### src/rtl/router_fsm.sv
// Packet-write sequencer for the 1x3 router: header decode, drain wait, load/stall/parity phases.
// Optional ROUTER_FSM_ADDR_CHECK_EN adds a DROP_PACKET state that swallows packets addressed to 11.
module router_fsm (
  input  logic       clk,
  input  logic       rst,
  input  logic       pkt_valid,
  input  logic [1:0] data_in,
  input  logic       fifo_full,
  input  logic       fifo_empty_0,
  input  logic       fifo_empty_1,
  input  logic       fifo_empty_2,
  input  logic       soft_reset_0,
  input  logic       soft_reset_1,
  input  logic       soft_reset_2,
  input  logic       parity_done,
  input  logic       low_packet_valid,
  output logic       detect_add,
  output logic       lfd_state,
  output logic       ld_state,
  output logic       laf_state,
  output logic       full_state,
  output logic       write_enb_reg,
  output logic       rst_int_reg,
  output logic       busy
);

  localparam int unsigned ADDR_W  = 2;
  localparam int unsigned STATE_W = 4;

  typedef enum logic [STATE_W-1:0] {
    DECODE_ADDRESS     = 4'd0,
    WAIT_TILL_EMPTY    = 4'd1,
    LOAD_FIRST_DATA    = 4'd2,
    LOAD_DATA          = 4'd3,
    FIFO_FULL_STATE    = 4'd4,
    LOAD_AFTER_FULL    = 4'd5,
    LOAD_PARITY        = 4'd6,
`ifdef ROUTER_FSM_ADDR_CHECK_EN
    DROP_PACKET        = 4'd8,
`endif
    CHECK_PARITY_ERROR = 4'd7
  } state_t;

  state_t            state_q, state_d;
  logic [ADDR_W-1:0] addr_q;

  logic hdr_ok, hdr_empty, tgt_empty, tgt_soft;
  logic detect_add_d, lfd_state_d, ld_state_d, laf_state_d;
  logic full_state_d, write_enb_reg_d, rst_int_reg_d, busy_d;

  // Header target comes straight off data_in; later phases use the latched address.
  always_comb begin
    hdr_ok    = pkt_valid && (data_in != 2'b11);
    hdr_empty = 1'b0;
    case (data_in)
      2'd0:    hdr_empty = fifo_empty_0;
      2'd1:    hdr_empty = fifo_empty_1;
      2'd2:    hdr_empty = fifo_empty_2;
      default: hdr_empty = 1'b0;
    endcase
    tgt_empty = 1'b0;
    tgt_soft  = 1'b0;
    case (addr_q)
      2'd0:    begin tgt_empty = fifo_empty_0; tgt_soft = soft_reset_0; end
      2'd1:    begin tgt_empty = fifo_empty_1; tgt_soft = soft_reset_1; end
      2'd2:    begin tgt_empty = fifo_empty_2; tgt_soft = soft_reset_2; end
      default: begin tgt_empty = 1'b0;         tgt_soft = 1'b0;         end
    endcase
  end

  // Next state plus output decode of the next state, so outputs leave flops.
  always_comb begin
    state_d         = state_q;
    detect_add_d    = 1'b0;
    lfd_state_d     = 1'b0;
    ld_state_d      = 1'b0;
    laf_state_d     = 1'b0;
    full_state_d    = 1'b0;
    write_enb_reg_d = 1'b0;
    rst_int_reg_d   = 1'b0;
    busy_d          = 1'b0;

    case (state_q)
      DECODE_ADDRESS: begin
        if (hdr_ok && hdr_empty)  state_d = LOAD_FIRST_DATA;
        else if (hdr_ok)          state_d = WAIT_TILL_EMPTY;
`ifdef ROUTER_FSM_ADDR_CHECK_EN
        else if (pkt_valid)       state_d = DROP_PACKET;
`endif
      end
      WAIT_TILL_EMPTY:    if (tgt_empty) state_d = LOAD_FIRST_DATA;
      LOAD_FIRST_DATA:    state_d = LOAD_DATA;
      LOAD_DATA: begin
        if (fifo_full)       state_d = FIFO_FULL_STATE;
        else if (!pkt_valid) state_d = LOAD_PARITY;
      end
      FIFO_FULL_STATE:    if (!fifo_full) state_d = LOAD_AFTER_FULL;
      LOAD_AFTER_FULL: begin
        if (parity_done)           state_d = DECODE_ADDRESS;
        else if (low_packet_valid) state_d = LOAD_PARITY;
        else                       state_d = LOAD_DATA;
      end
      LOAD_PARITY:        state_d = CHECK_PARITY_ERROR;
      CHECK_PARITY_ERROR: state_d = fifo_full ? FIFO_FULL_STATE : DECODE_ADDRESS;
`ifdef ROUTER_FSM_ADDR_CHECK_EN
      DROP_PACKET:        if (!pkt_valid) state_d = DECODE_ADDRESS;
`endif
      default:            state_d = DECODE_ADDRESS;
    endcase

    // Read-timeout soft reset of the addressed FIFO aborts the packet.
    if (state_q != DECODE_ADDRESS && tgt_soft) state_d = DECODE_ADDRESS;

    case (state_d)
      DECODE_ADDRESS:     detect_add_d = 1'b1;
      WAIT_TILL_EMPTY:    busy_d = 1'b1;
      LOAD_FIRST_DATA:    begin lfd_state_d = 1'b1; busy_d = 1'b1; end
      LOAD_DATA:          begin ld_state_d = 1'b1; write_enb_reg_d = 1'b1; end
      FIFO_FULL_STATE:    begin full_state_d = 1'b1; busy_d = 1'b1; end
      LOAD_AFTER_FULL:    begin laf_state_d = 1'b1; busy_d = 1'b1; write_enb_reg_d = 1'b1; end
      LOAD_PARITY:        begin busy_d = 1'b1; write_enb_reg_d = 1'b1; end
      CHECK_PARITY_ERROR: begin rst_int_reg_d = 1'b1; busy_d = 1'b1; end
      default:            ;
    endcase
  end

  always_ff @(posedge clk or negedge rst) begin
    if (!rst) begin
      state_q       <= DECODE_ADDRESS;
      addr_q        <= '0;
      detect_add    <= 1'b1;
      lfd_state     <= 1'b0;
      ld_state      <= 1'b0;
      laf_state     <= 1'b0;
      full_state    <= 1'b0;
      write_enb_reg <= 1'b0;
      rst_int_reg   <= 1'b0;
      busy          <= 1'b0;
    end else begin
      state_q       <= state_d;
      if (state_q == DECODE_ADDRESS && pkt_valid) addr_q <= ADDR_W'(data_in);
      detect_add    <= detect_add_d;
      lfd_state     <= lfd_state_d;
      ld_state      <= ld_state_d;
      laf_state     <= laf_state_d;
      full_state    <= full_state_d;
      write_enb_reg <= write_enb_reg_d;
      rst_int_reg   <= rst_int_reg_d;
      busy          <= busy_d;
    end
  end

endmodule

### config.mk
export PLATFORM = sky130hd
export DESIGN_NAME = router_fsm
export DESIGN_NICKNAME = d
export VERILOG_FILES = /design/src/rtl/router_fsm.sv
export SDC_FILE = /design/constraint.sdc
export NUM_CORES = 1
export LEC_CHECK = 0
export BUFFER_PORTS_ARGS = -buffer_cell sky130_fd_sc_hd__buf_2
export CAP_MARGIN = 20
export CORE_MARGIN = 8
export CORE_UTILIZATION = 34
export CTS_CLUSTER_SIZE = 28
export DETAILED_ROUTE_END_ITERATION = 7
export GPL_TIMING_DRIVEN = 0
export PLACE_DENSITY = 0.64
export SLEW_MARGIN = 15
export SYNTH_ARGS = -nofsm -noshare
export SYNTH_HDL_FRONTEND = slang
export SYNTH_SLANG_ARGS = --single-unit
### constraint.sdc
create_clock -name clk -period 2.7 [get_ports clk]
set_input_delay 0.405 -clock clk [delete_from_list [all_inputs] [get_ports clk]]
set_output_delay 0.405 -clock clk [all_outputs]
set_load 0.01 [all_outputs]
* After elaboration in Yosys (flattened, before gate mapping) *
Cells that the tools add are included.
W data, S select, Z words.

cells by class
  mux-type cells = 22
  reduce and logical (&&, ||, !) cells = 11
  equality and inequality tests = 19

operators by type and width
  kind                  number
  $eq A4 B3 Y1 const B  8
  $pmux W4 S8           1
  $mux W4               7
  $eq A4 B2 Y1 const B  4
  $mux W3               3
  $pmux W1 S3           3
  $eq A4 B1 Y1 const B  2
  $logic_not A4 Y1      2
  $mux W1               8
  $reduce_or A6 Y1      1
  $eq A2 B1 Y1 const B  2
  $eq A2 B2 Y1 const B  2
  $logic_and A1 B1 Y1   4
  $logic_not A2 Y1      2
  $reduce_bool A4 Y1    1
  $reduce_or A3 Y1      1
  $ne A2 B2 Y1 const B  1

word-level totals
  register bits after elaboration = 14
  word-level logic and storage cells = 62

* Logic depth before layout (Yosys ltp) *
Gate-level depths: netlist (run 1).

  word-level depth = 9
  depth in mapped cells = 8
  mapped depth without buffers = 6

* Worst setup path after synthesis (run 1) *
OpenSTA, ideal clock, no wires.

  path kind = reg-to-reg
  from = register state_q[3]
  to = register write_enb_reg
  data required time = 2.613 ns
  slack = 0.848 ns
  arrival = 1.766 ns
  library setup time = 0.087 ns
  stages on the path, launching flop included = 8
  cell sequence = dfrtp_1 clkbuf_1 or3_1 o32a_1 nor2b_1 buf_2 xnor2_1 a211oi_2

between the ends
  word-level cells in the longest chain between the ends = 7
  elaborated cells on any way between the ends = 23
  classes of those cells = eq/ne (10); mux (9); reduce/logical (4)

RTL lines
  item                                          line    RTL
  start, declared                               44      state_t state_q, state_d;
  start signal, assigned                        140     state_q <= state_d;
  $mux W4 (on tied branches)                    95, 86
  $mux W4 (on tied branches)                    94, 85
  $pmux W4 S8                                   83      case (state_q)
  $mux W4 (*)                                   112     if (state_q != DECODE_ADDRESS && tgt_soft) state_d = DECODE_ADDRESS;
  $eq A4 B3 Y1 or $eq A4 B2 Y1 (tied branches)  114     case (state_d)
  $reduce_or A3 Y1 (no source line) (*)         n/a
  $mux W1 (*)                                   114
  via write_enb_reg_d                           49      logic full_state_d, write_enb_reg_d, rst_int_reg_d, busy_d;
  end signal, assigned                          147     write_enb_reg <= write_enb_reg_d;
  end, declared                                 22      output logic write_enb_reg,

Mark *: on every way through the listed nets, which the timed path passes. The rest lies on a longest branch.
A chain may end at the register's enable or synchronous reset.

* Final worst setup path (run 1) *
Same ends and word-level chain as after synthesis.

==> results of run 1 <==
-- layout by cell type, fill, tap and decap left out, drive strengths merged, types with 2 or more instances in the layout --
cell	Yosys	routed
mux2i	4	4
clkbuf	1	5
nor3b	2	2
dfrtp	13	13
nand2	5	5
nor4b	2	2
inv	3	3
o21ai	6	6
a21oi	4	4
mux2	3	3
nor2	8	8
nor3	3	3
a21o	2	2
nor2b	2	2
buf	1	22
-- path summary, 6_finish.rpt --
path                       slack [ps]  startpoint            end
hold reg to reg                   570   addr_q[0]      addr_q[0]
max in group asynchronous        2410         rst     detect_add
setup reg to reg                  670  state_q[3]  write_enb_reg
hold / removal                      3         rst       ld_state
setup / recovery                  670  state_q[3]  write_enb_reg
min in group clk                  460  data_in[0]      addr_q[0]
-- area by class of cell --
type                       count  area (sq um)
buffer                         2          8.76
fill                         227          1250
sequential                    14           352
inverter                       4          15.0
clock buffer                   4          26.3
multi-input combinational     57           402
tap                           28          35.0
timing repair buffer          21           105
-- cell families after synthesis --
kind of cell	count (synthesis)	share of synthesized area (%)
buffers and inverters	6	3.06
other	1	0.483
muxes	7	9.98
and+or+nand+nor	27	19.2
AOI/OAI and AO/OA	21	20.9
DFF	14	45.2
xor gates and xnor gates	1	1.13
-- routing by layer --
metal	vias to the layer above	GRT usage, %
li1	327	-
met1	277	10.4
met2	23	11.0
met3	4	3.31
met4	0	6.69
met5	-	0
-- power by group --
part	switching, mW	internal, mW
clock	0.0590	0.0572
combinational	0.0586	0.0497
sequential	0.0134	0.225
total	0.131	0.332
-- critical path, cell delays in order, from the launching register on --
cell and delay [ps]:
dfrtp_1 360, clkbuf_1 190, or3_1 360, o32a_1 330, nor2b_1 130, buf_2 170, xnor2_1 160, a211oi_2 250
-- metrics by stage --
stage          setup slack, ps  total power [mW]  hold WS, ps  instances  area, sq um
4_1_cts                    670             0.470         5.17        130          943
2_1_floorplan              848             0.314          109         77          777
3_3_place_gp               635             0.349          306        126          917
6_report                   670             0.463         2.53        130          943
3_5_place_dp               603             0.352          308        126          917
5_1_grt                    571             0.493         8.60        130          943
==> results_dict.tcl, run 1 <==
set metrics [dict create \
    num_vias 631 \
    crit_required_ps 2890 \
    period_share_pct 75.2 \
    synth.avg_cell_area_sq_um 10.1 \
    grt_first_pass_wirelength_um 2730 \
    yosysMostFrequentCell "dfrtp_1" \
    synth_fp_nets 91 \
    path_clk_slew_ps 70 \
    synthCells 77 \
    synth.largest_area_cell "dfrtp_1" \
    synth_area_leaders "dfrtp_1 (42%), mux2i_1 (5.2%), nor2_1 (3.9%)" \
    htree_levels 1 \
    synth_common_cells "dfrtp_1 (13), nor2_1 (8), nand2_1 (5)" \
    clock-sinks 14 \
    met3WireLength_um 127 \
    hold_class "input port to async pin" \
    grt_max_degree 15 \
    ios 22 \
    fin_tns_setup_ps 0 \
    ctsResizeCount 0 \
    drt-initial-drc-count 42 \
    path_class "register to register" \
    cts_max_path_buffers 2 \
    postCtsHoldBufs 0 \
    core-area_sq_um 2190 \
    fin_worst_skew_ps 4.50 \
    grt-ovfl-total 0 \
    yosys.area.top_type_share_pct 41.9 \
    tritoncts "done" \
    final_nets 117 \
    antenna_found_initial 0 \
    hpwl_um 1240 \
    slew_violations 0 \
    arrival_ps 2220 \
    reg_top3 "state_q: 4 flops, addr_q: 2 flops" \
    synth_seq_cells 14 \
    drive_gt1_share_pct 32.4 \
    yosysWarnings 0 \
    gp_congestion 0.836 \
    die_x_um 63.8 \
    regMostFlops "state_q" \
    netlist-cell-type-count 37 \
    firstDrtPassIters 4 \
    worstSetupStartpointType "register" \
    n_antenna_cell 0 \
    cts_setup_buffers 0 \
    dr.max_layer_used "met4" \
    r2r_cells 7 \
    ys_async_sr_fraction_pct 100 \
    p_per_area_nw_per_um2 491 \
    worst_ir_drop_vdd_v 0.000294 \
    cts_buffers 3 \
    drt-total-wl_um 1610 \
    area_growth_pct 21.4 \
    crit_path_end_kind "register" \
    synth_edf_count 0 \
    grtUsageTotal_pct 8.33 \
    dieArea_sq_um 4070 \
    status "complete, no violations" \
    finalHoldViolCount 0 \
    final_core_util_pct 43.1 \
    setup_viol 0 \
    num_rows 17 \
    wl_met2_um 651 \
    synth_flop_cell "dfrtp_1" \
    avgViaCountPerCell 4.85 \
    wl_met1_um 791 \
    clkLatencyLatePin_ps 270 \
    rsz0062_at_grt "false" \
    grt_pass1_vias 624 \
    initial_utilization_pct 35.5 \
    post_drt_wl_per_cell_um 12.4 \
    post-route-drc-count 0 \
    port_buffers 21 \
    syn-cell-area_sq_um 777 \
    root_buffer "clkbuf_4" \
    period_needed_ps 2030 \
    die_h_um 63.8 \
    drv_cap 0 \
    path_max_fanout 8 \
    fmax_mhz 493 \
    seq_area_frac_synth_pct 45.2 \
    power.leakage_nw 0.455 \
    largest_reg_flops 4 \
    drtAntennaViolNets 0 \
]
Note: power is estimated with default switching activity, not from simulation.
==> inputs of run 2 (changes only) <==
- ABC_AREA: not set -> 1
- clock period: 2.7 -> 1.9 ns (I/O delays scaled with it)
==> run 2 against run 1 <==
Routed wire length down 0.44%. Combinational power grew to 4.2 times the previous value. Utilization is 1.7 points higher. Clock-buffer cell count unchanged. Sequential power increased by 77%. Highest routed layer unchanged. Worst hold slack gained 320 ps.
==> results_dict.tcl, run 2 <==
set metrics [dict create \
    period_needed_ps 1390 \
    synth_area_leaders "dfrtp_1 (40%), nand3_1 (13%), inv_1 (6.9%)" \
    grt_first_pass_wirelength_um 2790 \
    num_rows 17 \
    rsz0062_at_grt "false" \
    post-route-drc-count 0 \
    r2r_cells 7 \
    root_buffer "clkbuf_4" \
    arrival_ps 1590 \
    clkLatencyLatePin_ps 270 \
    crit_path_end_kind "register" \
    syn-cell-area_sq_um 813 \
    core-area_sq_um 2230 \
    port_buffers 21 \
    ys_async_sr_fraction_pct 100 \
    synthCells 104 \
    clock-sinks 14 \
    hold_ws_ps 325 \
    finalHoldViolCount 0 \
    reg_top3 "state_q: 4 flops, addr_q: 2 flops" \
    timing.rr.end "write_enb_reg" \
    cts_setup_buffers 0 \
    grtUsageTotal_pct 8.04 \
    die_h_um 64.9 \
    drive_gt1_share_pct 33.1 \
    ios 22 \
    synth_common_cells "nand3_1 (21), inv_1 (15), nand2_1 (15)" \
    grt_max_degree 15 \
    worstSetupStartpointType "register" \
    path_clk_slew_ps 80 \
    slew_violations 0 \
    seq_area_frac_synth_pct 43.2 \
    path_max_fanout 6 \
    drv_cap 0 \
    yosysMostFrequentCell "nand3_1" \
    final_cell_mix "nand3_1 (21), buf_2 (21), inv_1 (15), nand2_1 (15), dfrtp_1 (13)" \
    netlist-cell-type-count 20 \
    synth_seq_cells 14 \
    area_growth_pct 22.9 \
    drt-total-wl_um 1600 \
    period_share_pct 73.0 \
    firstDrtPassIters 4 \
    cts_buffers 3 \
    power.leakage_nw 0.590 \
    antenna_found_initial 0 \
    final_nets 145 \
    whs_path_depth 3 \
    die_x_um 64.9 \
    synth_flop_cell "dfrtp_1" \
    yosysWarnings 0 \
    hp-start "data_in[1]" \
    yosys.area.top_type_share_pct 40.0 \
    n_antenna_cell 0 \
    hold_end "addr_q[1]" \
    fmax_mhz 721 \
    fin_worst_skew_ps 5.79 \
    status "complete, no violations" \
    synth.largest_area_cell "dfrtp_1" \
    largest_reg_flops 4 \
    ctsResizeCount 0 \
    post_drt_wl_per_cell_um 10.1 \
    synth_edf_count 0 \
    rrSetupSlack_ps 510 \
    synth_fp_nets 118 \
    hpwl_um 1350 \
    num_vias 725 \
    fin_tns_setup_ps 0 \
    regMostFlops "state_q" \
    drtAntennaViolNets 0 \
    avgViaCountPerCell 4.59 \
    synth.avg_cell_area_sq_um 7.82 \
    setup_viol 0 \
    grt_pass1_vias 728 \
    crit_required_ps 2110 \
    gp_congestion 0.823 \
    tritoncts "done" \
    r2r_start "state_q[1]" \
    cts_max_path_buffers 2 \
    dieArea_sq_um 4210 \
    worst_ir_drop_vdd_v 0.000556 \
    hold_class "input port to register" \
    initial_utilization_pct 36.4 \
    path_class "register to register" \
    htree_levels 1 \
    drt-initial-drc-count 15 \
    postCtsHoldBufs 1 \
    grt-ovfl-total 0 \
    p_per_area_nw_per_um2 1080 \
]
[run 2: metal layers]
layer / GRT usage (%) / vias to the layer above / wire length, um
met3: 1.72 / 4 / 58
met5: 0 / - / 0
li1: - / 381 / -
met2: 13.5 / 11 / 744
met4: 4.90 / 0 / 22
met1: 9.09 / 329 / 776
[run 2: cells by family (layout without fill, tap and decap cells)]
logic type	count (synthesis)	count (layout)	share of synthesized area, %
buffers and inverters	20	46	9.85
DFF	14	14	43.2
other	1	1	0.461
AOI/OAI and AO/OA	5	5	4.77
and+or+nand+nor	64	64	41.7
[run 2: final cells by class]
type / count / area [sq um]
clock buffers: 4 / 36.3
fillers: 227 / 1230
inverters: 20 / 80.1
multi-input cells: 70 / 382
flip-flops and latches: 14 / 352
well taps: 28 / 35.0
repair buffers: 22 / 115
[run 2: how the worst max path moves through the flow]
stage / from / to / slack [ps] / cells past startpoint
final: state_q[1] / write_enb_reg / 510 / 7
after global routing: state_q[1] / lfd_state / 370 / 9
after CTS: state_q[1] / write_enb_reg / 510 / 7
after detailed placement: state_q[1] / write_enb_reg / 530 / 7
after global placement: state_q[1] / write_enb_reg / 540 / 7
after floorplan: state_q[1] / write_enb_reg / 660 / 9
[run 2: metrics by stage]
stage / total power, mW / cells / setup slack (ps) / area, sq um / utilization [%]
2_1_floorplan: 0.769 / 104 / 657 / 813 / -
3_3_place_gp: 0.870 / 153 / 543 / 953 / 42.7
3_5_place_dp: 0.880 / 153 / 530 / 953 / 42.7
4_1_cts: 1.09 / 158 / 507 / 1000 / 44.8
5_1_grt: 1.17 / 158 / 371 / 1000 / 44.8
6_report: 1.08 / 158 / 513 / 1000 / 44.8
[run 2: worst max-delay path, stage by stage (launching register included)]
cell and delay (ps):
dfrtp_1 430, nor2_2 150, inv_2 70, o21ai_4 250
nand2_4 110, clkinv_4 80, nand4_1 120, nand3_1 100
[run 2: power breakdown]
part           switching [mW]  leakage [nW]  internal [mW]
clock network          0.0863        0.0210          0.116
logic                   0.300         0.384          0.152
registers              0.0521         0.184          0.369
==> inputs of run 3 (changes only) <==
- clock period: 1.9 -> 1.3 ns (I/O delays scaled with it)
==> run 3 against run 2 <==
The run now ends with negative setup slack left. Utilization up 2.7 points. Clock power up 46%. Die area unchanged. Routed wire length up 3.8%. Sequential power up 48%. Via count up 3.7%. Critical path type unchanged.
==> results_dict.tcl, run 3 (synthesis gave the netlist of run 2 again) <==
set metrics [dict create \
    period_share_pct 107 \
    rsz0062_at_grt "true" \
    core-area_sq_um 2230 \
    port_buffers 21 \
    gp_congestion 0.823 \
    largest_reg_flops 4 \
    grtUsageTotal_pct 8.29 \
    hpwl_um 1350 \
    path_clk_slew_ps 80 \
    status "complete, but fails checks" \
    worst_ir_drop_vdd_v 0.000830 \
    regArea_sq_um 353 \
    wl_met2_um 794 \
    antenna_found_initial 0 \
    regMostFlops "state_q" \
    cts_max_path_buffers 2 \
    worstSetupStartpointType "register" \
    fin_worst_skew_ps 5.78 \
    dieArea_sq_um 4210 \
    fillers 223 \
    multiInputGateArea_sq_um 412 \
    reg_top3 "state_q: 4 flops, addr_q: 2 flops" \
    clock-sinks 14 \
    hold_ws_ps 236 \
    drv_cap 0 \
    final_common_cell "buf_2" \
    final_cell_mix "buf_2 (21), nand3_1 (18), nand2_1 (14), inv_1 (13), dfrtp_1 (12)" \
    grt_max_degree 15 \
    area_growth_pct 30.5 \
    cts_buffers 3 \
    die_x_um 64.9 \
    avgViaCountPerCell 4.64 \
    crit_path_end_kind "register" \
    violations "negative setup slack" \
    p_per_area_nw_per_um2 1570 \
    power.leakage_nw 0.618 \
    final_core_util_pct 47.5 \
    tritoncts "done" \
    crit_required_ps 1460 \
    final_nets 149 \
    grt_first_pass_wirelength_um 2880 \
    root_buffer "clkbuf_4" \
    slew_violations 0 \
    fmax_mhz 720 \
    clkLatencyLatePin_ps 270 \
    pre_cts_slack_ps -69.9 \
    hold_class "input port to register" \
    dr.max_layer_used "met4" \
    drive_gt1_share_pct 43.3 \
    worst_slack_ps -89.0 \
    drt-initial-drc-count 14 \
    grt-ovfl-total 0 \
    firstDrtPassIters 4 \
    initial_utilization_pct 36.4 \
    wl_met1_um 780 \
    dpl_cell_area_sq_um 953 \
    finalHoldViolCount 0 \
    post_drt_wl_per_cell_um 10.3 \
    htree_levels 1 \
    ios 22 \
    num_vias 752 \
    n_antenna_cell 0 \
    drt-total-wl_um 1660 \
    die_h_um 64.9 \
    grt_pass1_vias 746 \
    post-route-drc-count 0 \
    drtAntennaViolNets 0 \
    final_area_sq_um 1060 \
    path_class "register to register" \
    period_needed_ps 1390 \
    arrival_ps 1550 \
    setup_viol 9 \
    path_max_fanout 5 \
    met3WireLength_um 65 \
    num_rows 17 \
]
## run 3: changes by cell type in the layout (fill, tap and decap cells not counted), moves of 2 or more
cell	previous run	this run
inv_1	15	13
inv_2	4	6
nor2_1	11	8
nand3_2	2	5
buf_4	0	4
nand3_1	21	18
nor2_2	2	5
## run 3: timing repair
item                                    4_1_cts  5_1_grt
setup buffers                                 3        1
resized for setup                             1       10
pin swaps                                     3       11
hold buffers                                  1        0
endpoints found under the hold margin        13        0
endpoints found under the setup margin        8       11
## run 3: worst paths after layout
kind                         endpoint       start  slack, ps  cells past startpoint
min in group asynchronous  full_state         rst        330                      2
max in group asynchronous  detect_add         rst        690                      2
min                         addr_q[1]  data_in[1]        240                      3
max reg2reg                      busy  state_q[0]        -90                     10
min reg2reg                 addr_q[1]   addr_q[1]        570                      2
max                              busy  state_q[0]        -90                     10
## run 3: worst max-delay path: stages (launching register included)
cell and delay, ps:
dfrtp_1 440, inv_2 90, nor2_2 40, nand3_1 70, nand2_1 70, nor2_2 140
nand3_2 110, nand2_4 120, nor2_4 40, nor2_1 80, o21ai_1 70
## run 3: stage by stage
step / setup TNS [ps] / instances / power, mW
finish: -505 / 162 / 1.67
global route: -1750 / 162 / 1.82
CTS: -435 / 161 / 1.63
detailed placement: -268 / 153 / 1.29
global placement: -244 / 153 / 1.27
floorplan: 0 / 104 / 1.12
## run 3: area by class of cell
type                            count  share of cell area, %
Clock buffer                        4                   3.42
Sequential cell                    14                   33.3
Inverter                           20                   7.55
Tap cell                           28                   3.30
Timing Repair Buffer               26                   13.7
Multi-Input combinational cell     70                   38.8
## run 3: layer usage
layer | vias to the layer above | global-route usage (%)
li1 | 390 | -
met1 | 343 | 9.49
met2 | 15 | 13.9
met3 | 4 | 1.72
met4 | 0 | 4.90
met5 | - | 0
## run 3: power breakdown
group	total, mW	switching [mW]	internal, mW
clock network	0.296	0.126	0.170
logic	0.751	0.469	0.283
registers	0.622	0.0802	0.542
total	1.67	0.675	0.995
